==> config.mk <==
export PLATFORM = sky130hd
export DESIGN_NAME = ps2_key_event_ctrl
export DESIGN_NICKNAME = d
export VERILOG_FILES = /design/src/rtl/ps2_key_event_ctrl.sv
export SDC_FILE = /design/constraint.sdc
export NUM_CORES = 1
export LEC_CHECK = 0
export CAP_MARGIN = 25
export CORE_MARGIN = 2
export CORE_UTILIZATION = 57
export CTS_BUF_LIST = sky130_fd_sc_hd__clkbuf_4
export DETAILED_ROUTE_END_ITERATION = 7
export GPL_ROUTABILITY_DRIVEN = 1
export PLACE_DENSITY_LB_ADDON = 0.12
export SYNTH_ARGS = -nofsm -noshare
export SYNTH_HDL_FRONTEND = slang
export SYNTH_SLANG_ARGS = --single-unit
==> constraint.sdc <==
create_clock -name clk -period 3.1 [get_ports clk]
set_clock_uncertainty 0.2 [all_clocks]
set_input_delay 0.62 -clock clk [delete_from_list [all_inputs] [get_ports clk]]
set_output_delay 0.62 -clock clk [all_outputs]
set_load 0.01 [all_outputs]
==> src/rtl/ps2_key_event_ctrl.sv <==
// PS/2 scan byte sequencer: folds E0/F0/E1 prefix sequences into whole key events
// and buffers them in a show-ahead FIFO for the CPU keyboard port.
//
//  state   | meaning
//  --------+-----------------------------------------------
//  IDLE    | waiting for the first byte of a sequence
//  EXT     | E0 seen, expecting code or F0
//  BRK     | F0 seen, expecting the released code
//  EXT_BRK | E0 F0 seen, expecting the released code
//  PAUSE   | E1 seen, swallowing the rest of the Pause sequence
module ps2_key_event_ctrl #(
    parameter int DEPTH   = 16,
    parameter int TIMEOUT = 2_000_000
) (
    input  logic                     clk,
    input  logic                     rst,
    input  logic                     byte_valid,
    input  logic [7:0]               byte_data,
    input  logic                     rd_en,
    input  logic                     clr_err,
    output logic                     ev_valid,
    output logic [9:0]               ev_data,
    output logic [$clog2(DEPTH):0]   ev_count,
    output logic                     err,
    output logic                     ovf
);

    localparam int AW = $clog2(DEPTH);
    localparam int CW = AW + 1;
    localparam int TW = $clog2(TIMEOUT);
    localparam logic [TW-1:0] TO_LAST = TW'(TIMEOUT - 1);

    typedef enum logic [2:0] {
        IDLE    = 3'd0,
        EXT     = 3'd1,
        BRK     = 3'd2,
        EXT_BRK = 3'd3,
        PAUSE   = 3'd4
    } state_t;

    state_t         state, state_nx;
    logic [2:0]     pause_cnt, pause_nx;
    logic [TW-1:0]  timer;
    logic           timeout_hit;
    logic           push_nx, fsm_err;
    logic [9:0]     push_data_nx;
    logic           push_q;
    logic [9:0]     push_data_q;

    logic [9:0]     mem [DEPTH];
    logic [AW-1:0]  rd_ptr, wr_ptr;
    logic [CW-1:0]  count;
    logic           full, empty, pop, push_ok, ovf_set;

    function automatic logic is_prefix(input logic [7:0] b);
        return (b == 8'hE0) || (b == 8'hF0) || (b == 8'hE1);
    endfunction

    assign timeout_hit = (state != IDLE) && !byte_valid && (timer == TO_LAST);

    always_comb begin
        state_nx     = state;
        pause_nx     = pause_cnt;
        push_nx      = 1'b0;
        push_data_nx = 10'd0;
        fsm_err      = 1'b0;
        if (byte_valid) begin
            case (state)
                IDLE: begin
                    case (byte_data)
                        8'hE0: state_nx = EXT;
                        8'hF0: state_nx = BRK;
                        8'hE1: begin
                            state_nx = PAUSE;
                            pause_nx = 3'd7;
                        end
                        8'hAA, 8'hFA, 8'hEE, 8'hFE: state_nx = IDLE;
                        8'h00, 8'hFF: fsm_err = 1'b1;
                        default: begin
                            push_nx      = 1'b1;
                            push_data_nx = {2'b00, byte_data};
                        end
                    endcase
                end
                EXT: begin
                    if (byte_data == 8'hF0) begin
                        state_nx = EXT_BRK;
                    end else if (is_prefix(byte_data)) begin
                        state_nx = IDLE;
                        fsm_err  = 1'b1;
                    end else begin
                        state_nx     = IDLE;
                        push_nx      = 1'b1;
                        push_data_nx = {2'b01, byte_data};
                    end
                end
                BRK, EXT_BRK: begin
                    state_nx = IDLE;
                    if (is_prefix(byte_data)) begin
                        fsm_err = 1'b1;
                    end else begin
                        push_nx      = 1'b1;
                        push_data_nx = {1'b1, state == EXT_BRK, byte_data};
                    end
                end
                PAUSE: begin
                    pause_nx = pause_cnt - 3'd1;
                    if (pause_cnt == 3'd1) begin
                        state_nx     = IDLE;
                        push_nx      = 1'b1;
                        push_data_nx = {2'b01, 8'h77};
                    end
                end
                default: state_nx = IDLE;
            endcase
        end else if (timeout_hit) begin
            state_nx = IDLE;
        end
    end

    always_ff @(posedge clk) begin
        if (rst) begin
            state       <= IDLE;
            pause_cnt   <= 3'd0;
            timer       <= '0;
            push_q      <= 1'b0;
            push_data_q <= 10'd0;
        end else begin
            state       <= state_nx;
            pause_cnt   <= pause_nx;
            push_q      <= push_nx;
            push_data_q <= push_data_nx;
            if (byte_valid || state == IDLE)
                timer <= '0;
            else
                timer <= timer + TW'(1);
        end
    end

    // A push into a full FIFO is still accepted when the head leaves in the same cycle.
    assign empty   = (count == '0);
    assign full    = (count == CW'(DEPTH));
    assign pop     = rd_en && !empty;
    assign push_ok = push_q && (!full || pop);
    assign ovf_set = push_q && full && !pop;

    always_ff @(posedge clk) begin
        if (rst) begin
            rd_ptr <= '0;
            wr_ptr <= '0;
            count  <= '0;
        end else begin
            if (push_ok) begin
                mem[wr_ptr] <= push_data_q;
                wr_ptr      <= wr_ptr + AW'(1);
            end
            if (pop)
                rd_ptr <= rd_ptr + AW'(1);
            if (push_ok && !pop)
                count <= count + CW'(1);
            else if (pop && !push_ok)
                count <= count - CW'(1);
        end
    end

    always_ff @(posedge clk) begin
        if (rst) begin
            err <= 1'b0;
            ovf <= 1'b0;
        end else begin
            if (fsm_err || timeout_hit)
                err <= 1'b1;
            else if (clr_err)
                err <= 1'b0;
            if (ovf_set)
                ovf <= 1'b1;
            else if (clr_err)
                ovf <= 1'b0;
        end
    end

    assign ev_valid = !empty;
    assign ev_data  = empty ? 10'd0 : mem[rd_ptr];
    assign ev_count = count;

endmodule

**Yosys cells after proc, flatten, opt, wreduce, memory -nomap -nowiden**

Memory sizes are Yosys's and may differ from the RTL's. A register that Yosys moved wholly into a read port is not among the register bits.
Index checks and enable logic that the tools add are counted.

- Register bits after elaboration: 53
- Bits in latches: 0
- RAM bits: 160
- ROM bits: 0
- Input bits: 13
- Output and inout port bits: 18
- Logic and storage cells: 106
- Memories: 1

- Add/sub/neg operators: 6
- $mul: 0
- Divide/modulo/power cells: 0
- $lt $le $gt $ge: 0
- Equality and inequality tests: 18
- Shifts and indexed selects: 0
- Mux-type cells: 35
- Bitwise gates (word level): 1
- Reduce and logical (&&, ||, !) cells: 35

Memories:

| name | words | bits a word | read ports | clocked after memory_dff | write ports | RTL line | text |
|---|---|---|---|---|---|---|---|
| mem | 16 | 10 | 1 | 1 | 1 | 50 | `logic [9:0] mem [DEPTH];` |

Operators with widths:

| operator | count |
|---|---|
| 8-bit == test (second input constant) | 8 |
| 10-bit one-hot mux with 4 select lines | 1 |
| 9-bit two-way mux | 3 |
| 21-bit by 1-bit adder with 21-bit output (second input constant) | 1 |
| 21-bit == test (second input constant) | 1 |
| 10-bit two-way mux | 2 |
| 1-bit two-way mux | 14 |
| 3-bit two-way mux | 4 |
| 3-bit one-hot mux with 4 select lines | 1 |
| 5-bit two-way mux | 2 |
| 2-bit nonzero test | 5 |
| 3-bit one-hot mux with 3 select lines | 1 |
| 9-bit OR reduction | 1 |
| 4-bit by 1-bit adder with 4-bit output (second input constant) | 2 |
| 1-bit logical AND | 8 |
| 8-bit zero test | 1 |
| 4-bit two-way mux | 2 |
| 8-bit two-way mux | 1 |
| 2-bit OR reduction | 4 |
| 3-bit by 1-bit == test with 1-bit output (second input constant) | 2 |
| 3-bit by 2-bit == test with 1-bit output (second input constant) | 2 |
| 6-bit by 5-bit != test with 1-bit output (second input constant) | 1 |
| 3-bit one-hot mux with 2 select lines | 1 |
| 3-bit AND reduction | 2 |
| 17 further kinds | 25 |

**Logic depth before layout (Yosys ltp)**

Gate-level depths: netlist of the first run.

- Depth in word-level cells: 9
- Depth in mapped cells: 11
- Depth with buffers taken out: 11

**Worst setup path before layout of the first run**

Ideal clock, no wire load.

- Path type: flip-flop to flip-flop
- Start point: reg count[0] (netlist: ev_count[0])
- End point: reg count[4] (netlist: ev_count[4])
- Arrival time: 2.878 ns
- Data required time: 2.829 ns
- Slack: -0.049 ns
- Stages on the path, launching flop included: 12
- Path through: dfxtp_1 or4_1 or2_2 nand2_1 ha_1 inv_1 fa_1 a21o_1 a21oi_1 xnor2_1 or3_1 a21oi_1

- Word-level cells in the longest chain between the ends: 8
- Elaborated cells on any way between the ends: 16
- Those cells by class: 2 x add/sub; 1 x eq/ne; 2 x mux; 11 x reduce/logical

Ends and longest elaborated chain:

| item | RTL line | text |
|---|---|---|
| start: declaration | 52 | `logic [CW-1:0] count;` |
| start signal: assignment | 160 | `count <= count + CW'(1);` |
| start signal: assignment | 162 | `count <= count - CW'(1);` |
| parallel branches: the longest is 8 deep, another holds 5-bit by 1-bit subtractor with 5-bit output | n/a |  |

Parallel ways; which one is timed is not known. The select of a mux whose other input is x is not followed.
A chain may end at the register's enable or synchronous reset.

==> out/qor.csv, run 1 <==
stage,metric,value,unit
routing,Via density,5.73,
clocking,CTS tree,done,
placement,detailed placement HPWL,11.1,mm
routing,highest metal used,met4,
finish,fin area,10500,sq um
sta,fin. max-slew vios,0,
grt,GR Overflow Total,0,
routing,WL met2,9.02,mm
yosys,Yosys reg bits,217,
finish,# fillers,1071,
setup_path,crit-path max FO,6,
sta,final setup vio count,11,
sta,fin crit share,110,%
yosys,Synth Instances,555,
sta,min Tclk post-route,3.41,ns
clocking,cts bufs inserted,53,
routing,met3 WL post-DR,1.32,mm
yosys,Yosys cell types,50,
routing,Metal-1 WL,7.36,mm
finish,final net count,687,
sta,unrepaired setup endpoints after global routing,true,
grt,first-pass GRT wire length,28.4,mm
setup_path,CP max stage delay,0.52,ns
finish,share of cells above drive strength 1,29.2,%
setup_path,CP Launch Type,flop,
sta,maximum clock rate,294,MHz
yosys,Syn. warnings,0,
floorplan,Starting Density,58.5,%
setup_path,CP Class,reg2out,
setup_path,"Arr. time, crit path",2.59,ns
finish,register area,5950,sq um
floorplan,core area,15300,sq um
routing,DRT Pass-1 Iters,5,
grt,gr usage total,22.7,%
yosys,Synth Area per Inst,16.1,sq um
status,outcome,"complete, but fails checks",
placement,Port Buffers,30,
sta,hold_ws,0.279,ns
yosys,Post-synth EDFFs,160,
routing,via count,5193,
yosys,post-synthesis cell area,8920,sq um
placement,"worst slack, placed",-0.131,ns
setup_path,R2R setup slack,0.14,ns
clocking,H-tree levels,2,
setup_path,r2r endpoint,ev_count[4],
run,# Max-Cap Violations,0,
power_and_ir_drop,Power Total,7540,uW
setup_path,FF-to-FF Start,ev_count[0],
clocking,clock sinks,217,
finish,footprint of the multi-input gates,2720,sq um
grt,vias in the first global route,5349,
yosys,"Async S/R FF share, synth",0,%
yosys,syn_nets,581,
clocking,"Clk Latency, worst-skew pair",0.63,ns
floorplan,I/O Pins,31,
floorplan,DIE WIDTH,129,microns
sta,Final Hold Vio Count,0,
floorplan,Die ar.,16700,sq um
clocking,clk buf depth,3,
sta,relative slew slack,53.9,%
placement,post-place instance area,9730,sq um
yosys,Main synth FF type,edfxtp_1,
sta,Sum Neg Setup Slack,-2.66,ns
power_and_ir_drop,worst IR drop on VDD,487,uV
setup_path,cells along the critical path,"buf_12, buf_12, mux4_2, mux4_2, and2_4, buf_6",
setup_path,reg2reg path depth,11,
routing,DRC Markers,0,
power_and_ir_drop,LEAKAGE,0.00358,uW
setup_path,Setup crit end kind,output port,
grt,initial antenna violation count,2,
routing,DRT antenna net count,0,
clocking,clk slew on worst S/H paths,0.07,ns
hold_path,hold endpoint,timer[0],
finish,Synth-to-Final Area Change,17.2,%
placement,Final GP Congestion,0.911,
hold_path,launch point of the worst hold path,timer[0],
floorplan,site row count,45,
routing,first-iteration detailed-routing DRC count,455,
yosys,sequential share of the synthesized area,66.6,%
setup_path,Worst Path Required,2.28,ns
routing,final wirelength,18.0,mm
routing,WL/cell,19.9,microns
sta,final critical-path setup slack,-0.306,ns
status,failing checks,setup timing,
power_and_ir_drop,PD cells,721,nW/um^2
grt,largest net degree at the start of global routing,41,
hold_path,Hold Crit Class,reg2reg,
floorplan,chip height,129,microns
clocking,Root Driver,clkbuf_4,
sta,worst slew pin tran,0.685,ns
setup_path,Critical-path top delay cell,mux4_2,
hold_path,hold path depth,1,
metal layers:
layer	vias to the layer above	GRT usage [%]
met3	29	5.49
met1	2568	30.3
li1	2376	-
met5	-	0
met2	220	37.3
met4	0	7.48
power breakdown:
part	total [uW]	switching (uW)	internal, uW
clock	2290	1070	1230
sequential	3240	70.7	3170
combinational	2000	809	1200
total	7540	1950	5590
registers in the layout, indices dropped and copies added (netlist names), named ones only:
signal / cells
wr_ptr: 4
state: 3
ev_count: 5
rd_ptr: 4
ovf: 1
timer: 21
err: 1
push_q: 1
push_data_q: 10
pause_cnt: 3
mem: 160
worst max-delay path: cells and delay by family, from the launching register on:
family,cells,cell delay [ns]
flops,1,0.37
mux,2,1.04
buf+inv,3,0.38
simple gates,1,0.16
cell usage after synthesis, types with 8 or more instances:
library cell / count / area share [%]
a21oi_1: 18 / 1.0
and2_1: 13 / 0.91
clkbuf_1: 16 / 0.67
dfxtp_1: 57 / 13
edfxtp_1: 160 / 54
ha_1: 12 / 1.7
inv_1: 11 / 0.46
mux4_1: 31 / 9.1
mux4_2: 19 / 4.8
nand2_1: 19 / 0.80
nand2b_1: 8 / 0.56
nand3_1: 17 / 0.95
nand4_1: 8 / 0.56
nor2_1: 54 / 2.3
nor3_1: 11 / 0.62
o21ai_0: 8 / 0.45
xnor2_1: 9 / 0.88
xor2_1: 18 / 1.8
cell usage in the layout, fill, tap and decap left out, drive strengths merged, types with 2 or more instances in the layout:
cell type and count:
and3 3, buf 57, nand4b 3, nand4 8, nand2b 8, clkinv 10, nand3b 3, clkdlybuf4s50 19
and2 13, xor2 18, inv 11, o211ai 2, nor2 54, nor2b 3, or4 3, a21boi 2
o21ai 8, nand2 19, ha 12, a21o 7, nor4 6, a21oi 18, mux2i 2, xnor2 9
nor3 11, or3 6, clkbuf 78, dfxtp 57, mux4 50, nand3 17, edfxtp 160
through the flow:
step,cells,utilization [%]
CTS,908,68.9
detailed placement,810,63.7
global placement,810,63.7
global route,907,68.6
floorplan,555,-
finish,907,68.6
worst max path at each step:
| stage | endpoint | cells after the start |
|---|---|---|
| final | ev_data[7] | 6 |
| after global routing | ev_data[7] | 6 |
| after CTS | ev_data[7] | 7 |
| after detailed placement | ev_count[4] | 11 |
| after global placement | ev_count[4] | 11 |
| after floorplan | ev_count[4] | 11 |
layout make-up:
type                       instances  area share, %
timing repair buffer              77           7.91
clock buffer                      78           5.60
antenna                            1         0.0239
multi-input combinational        301           26.0
tap                              211           2.52
clock inverter                    11          0.682
sequential                       217           56.9
inverter                          11          0.395
what timing repair did:
| item | 4_1_cts | 5_1_grt |
|---|---|---|
| setup endpoints to repair | 11 | 12 |
| setup buffers | 5 | 0 |
| gates resized for setup | 79 | 20 |
| hold buffers | 0 | 0 |
| cloned | 4 | 0 |
| pin swaps | 7 | 0 |
cells by family after synthesis:
| group | count (synthesis) | share of synthesized area (%) |
|---|---|---|
| compound gates | 47 | 3.27 |
| xor+xnor | 27 | 2.65 |
| fa+ha+maj | 13 | 1.91 |
| buf+inv | 37 | 2.10 |
| flops | 217 | 66.6 |
| mux | 52 | 14.1 |
| simple gates | 162 | 9.31 |
No activity file was read; power rests on OpenSTA's default activity.
==> inputs of run 2 (changes only) <==
Settings changed: ABC_AREA from default to 1, CTS_CLUSTER_SIZE from default to 16.
==> run 2 against run 1 <==
- the run now ends clean
- utilization rose by 0.70 points
- synthesized cell count is 60% higher
- combinational power rose by 7%
- largest power group unchanged
- critical path depth is 1 higher
- via count grew 37%
- register-to-register slack improved by 0.34 ns
==> out/qor.csv, run 2 <==
stage,metric,value,unit,change
status,outcome,"finished, final reports clean",,"was complete, but fails checks"
routing,first-iteration detailed-routing DRC count,606,,was 455
sta,maximum clock rate,327,MHz,was 294 MHz
yosys,Synth Area per Inst,10.5,sq um,was 16.1 sq um
sta,fin crit share,98.6,%,was 110%
setup_path,crit-path max FO,13,,was 6
setup_path,CP Class,reg2out,,unchanged
finish,share of cells above drive strength 1,20.1,%,was 29.2%
floorplan,Die ar.,17400,sq um,was 16700 sq um
routing,via count,7135,,was 5193
sta,relative slew slack,52.6,%,was 53.9%
finish,fin area,11000,sq um,was 10500 sq um
grt,largest net degree at the start of global routing,28,,was 41
yosys,Yosys reg bits,217,,unchanged
yosys,Post-synth EDFFs,160,,unchanged
power_and_ir_drop,sequential share of power,42.8,%,was 43.0%
yosys,Syn. warnings,0,,unchanged
yosys,Synth top area share,51.6,%,was 53.8%
setup_path,"Arr. time, crit path",2.24,ns,was 2.59 ns
setup_path,Worst Path Required,2.28,ns,about the same
yosys,syn_nets,912,,was 581
clocking,"Clk Latency, worst-skew pair",0.66,ns,was 0.63 ns
clocking,clk slew on worst S/H paths,0.07,ns,about the same
placement,post-place instance area,10000,sq um,was 9730 sq um
setup_path,crit-path leading delay family,buffers and inverters,,was multiplexers
placement,Placed Cells,1134,,was 810
yosys,sequential share of the synthesized area,63.9,%,was 66.6%
sta,Final Hold Vio Count,0,,unchanged
power_and_ir_drop,switching power,2420,uW,was 1950 uW
finish,# fillers,1164,,was 1071
finish,final net count,1010,,was 687
routing,WL/cell,18.8,microns,was 19.9 microns
finish,Reg with most FFs,mem,,unchanged
routing,final wirelength,23.3,mm,was 18.0 mm
clocking,H-tree levels,2,,unchanged
yosys,Yosys cell types,40,,was 50
routing,DRT antenna net count,0,,unchanged
routing,Via density,5.76,,was 5.73
setup_path,cells along the critical path,"clkinv_8, clkbuf_16, o21ai_0, o221ai_1, nand3_1, a21oi_2, buf_2",,"was buf_12, buf_12, mux4_2, mux4_2, and2_4, buf_6"
hold_path,Hold Crit Class,reg2reg,,unchanged
finish,"commonest non-fill, non-tap cells in the layout","edfxtp_1 (160), nor2_1 (159), nand2_1 (85), o21ai_0 (85), clkbuf_4 (82)",,"was edfxtp_1 (160), clkbuf_4 (78), dfxtp_1 (55)"
power_and_ir_drop,Clock Power Share,29.2,%,was 30.4%
floorplan,I/O Pins,31,,unchanged
grt,initial antenna violation count,1,,was 2
yosys,"Async S/R FF share, synth",0,%,unchanged
power_and_ir_drop,Power Total,7690,uW,was 7540 uW
yosys,Commonest cells post-synth,"nor2_1 (162), edfxtp_1 (160), o21ai_0 (105), nand2_1 (85), inv_1 (71)",,"was edfxtp_1 (160), dfxtp_1 (57), nor2_1 (54), mux4_1 (31)"
finish,Final Non-Filler Cells,1238,,was 907
power_and_ir_drop,PD cells,697,nW/um^2,was 721 nW/um^2
yosys,"top cells by area, synth","edfxtp_1 (52%), dfxtp_1 (12%), nor2_1 (6.5%)",,"was edfxtp_1 (54%), dfxtp_1 (13%), mux4_1 (9.1%)"
sta,final critical-path setup slack,0.0427,ns,was -0.306 ns
finish,Largest register FFs,160,,unchanged
clocking,cts bufs inserted,52,,was 53
grt,vias in the first global route,6998,,was 5349
floorplan,core area,15900,sq um,was 15300 sq um
run,# Max-Cap Violations,0,,unchanged
finish,Final Util,69.3,%,was 68.6%
sta,min Tclk post-route,3.06,ns,was 3.41 ns
power_and_ir_drop,cell-internal power,5270,uW,was 5590 uW
grt,GR Overflow Total,0,,unchanged
power_and_ir_drop,Sw Share,31.4,%,was 25.8%
yosys,Synth area leader,edfxtp_1,,unchanged
clocking,clk buf depth,3,,unchanged
sta,fin. max-slew vios,0,,unchanged
floorplan,site row count,46,,was 45
clocking,clock sinks,217,,unchanged
power_and_ir_drop,Comb power frac,28.0,%,was 26.6%
setup_path,CP Launch Type,flop,,unchanged
floorplan,chip height,132,microns,was 129 microns
setup_path,R2R setup slack,0.48,ns,was 0.14 ns
placement,Port Buffers,30,,unchanged
yosys,Synth Instances,886,,was 555
clocking,CTS tree,done,,unchanged
routing,DRT Pass-1 Iters,5,,unchanged
finish,Synth-to-Final Area Change,18.7,%,was 17.2%
sta,worst slew pin tran,0.710,ns,was 0.685 ns
routing,DRC Markers,0,,unchanged
setup_path,Setup crit end kind,output port,,unchanged
yosys,post-synthesis cell area,9310,sq um,was 8920 sq um
setup_path,CP max stage delay,0.47,ns,was 0.52 ns
finish,"commonest non-fill, non-tap cell in the layout",edfxtp_1,,unchanged
placement,detailed placement HPWL,14.1,mm,was 11.1 mm
floorplan,DIE WIDTH,132,microns,was 129 microns
yosys,top-count cell post-synth,nor2_1,,was edfxtp_1
yosys,Main synth FF type,edfxtp_1,,unchanged
placement,"worst slack, placed",0.0223,ns,was -0.131 ns
floorplan,Starting Density,58.4,%,was 58.5%
power_and_ir_drop,LEAKAGE,0.00412,uW,was 0.00358 uW
grt,gr usage total,26.8,%,was 22.7%
power_and_ir_drop,worst IR drop on VDD,458,uV,was 487 uV
setup_path,buffers and inverters on the worst path,3,,unchanged
sta,unrepaired setup endpoints after global routing,true,,unchanged
sta,final setup vio count,0,,was 11
setup_path,Critical-path top delay cell,dfxtp_4,,was mux4_2
grt,first-pass GRT wire length,36.1,mm,was 28.4 mm
placement,Final GP Congestion,0.844,,was 0.911
clocking,Root Driver,clkbuf_4,,unchanged
finish,top flop regs,"mem: 160 flops, timer: 21 flops, push_data_q: 10 flops",,unchanged
[run 2: changes by cell type after synthesis, sizes merged, moves of 9 or more]
cell | previous run | this run
a21oi | 18 | 40
and2 | 13 | 0
inv | 11 | 75
mux4 | 50 | 0
nand2 | 19 | 98
nand3 | 17 | 41
nor2 | 54 | 174
nor3 | 11 | 20
o21ai | 8 | 107
o221ai | 0 | 30
o22ai | 1 | 10
xor2 | 18 | 4
[run 2: power by group through the flow]
| stage | clock network [uW] | registers (uW) | logic [uW] |
|---|---|---|---|
| after floorplan | 0 | 3320 | 1050 |
| after global placement | 0 | 3320 | 1780 |
| after detailed placement | 0 | 3330 | 1850 |
| after CTS | 2300 | 3290 | 2060 |
| after global routing | 2450 | 3300 | 2330 |
| final | 2250 | 3290 | 2150 |
[run 2: area by class of cell]
type | instances | area (sq um) | area share, %
Antenna cell | 1 | 2.50 | 0.0227
Clock inverter | 9 | 41.3 | 0.374
Sequential cell | 217 | 5950 | 53.9
Multi-Input combinational cell | 559 | 3030 | 27.4
Timing Repair Buffer | 78 | 837 | 7.58
Clock buffer | 82 | 616 | 5.58
Inverter | 76 | 298 | 2.70
Tap cell | 216 | 270 | 2.45
[run 2: cells by family (layout without fill, tap and decap cells)]
family | after synthesis | in the layout | synth area share (%)
compound gates | 197 | 197 | 12.2
xor+xnor | 5 | 5 | 0.471
fa+ha+maj | 13 | 13 | 1.83
buf+inv | 110 | 245 | 4.65
flops | 217 | 217 | 63.9
other cells | 0 | 1 | 0
simple gates | 344 | 344 | 16.9
[run 2: stage by stage]
| stage | setup TNS (ns) | hold WS (ns) |
|---|---|---|
| 2_1_floorplan | 0 | 0.240 |
| 3_3_place_gp | 0 | 0.250 |
| 3_5_place_dp | 0 | 0.264 |
| 4_1_cts | -0.211 | 0.273 |
| 5_1_grt | -0.206 | 0.307 |
| 6_report | 0 | 0.274 |
[run 2: worst register-to-register path, cell delays in order, from the launching register on]
cell     delay [ns]
dfxtp_1        0.39
inv_1          0.08
nand3_1        0.13
inv_1          0.05
nand2_1        0.14
nand2_1        0.13
ha_1           0.23
inv_1          0.12
ha_1           0.29
a21o_1         0.19
a21oi_1        0.19
nor2_1         0.07
nor2_1         0.09
nand2_1        0.07
nand2_1        0.06
nand2_1        0.04
nor2_1         0.09
[run 2: final timing paths]
kind / from / to / cells past startpoint
max reg2reg: ev_count[2] / ev_count[4] / 16
max: flop / ev_data[6] / 7
min reg2reg: ovf / ovf / 2
min: ovf / ovf / 2
[run 2: metal layers]
| layer | track usage [%] | part of all wire, % |
|---|---|---|
| met1 | 31.2 | 37 |
| met2 | 47.9 | 50 |
| met3 | 6.04 | 9.0 |
| met4 | 11.2 | 3.4 |
| met5 | 0 | 0 |
[run 2: what timing repair did]
| item | in CTS | in global routing |
|---|---|---|
| setup buffers | 5 | 1 |
| endpoints found under the setup margin | 10 | 10 |
| hold buffers | 0 | 0 |
| gates cloned | 5 | 2 |
| pin swaps | 10 | 21 |
| gates resized for setup | 56 | 47 |
==> inputs of run 3 (changes only) <==
Settings changed: CTS_CLUSTER_SIZE 16 to 8.
==> results of run 3 <==
Same layout as run 2: the final DEF is identical, and so are final timing and power.
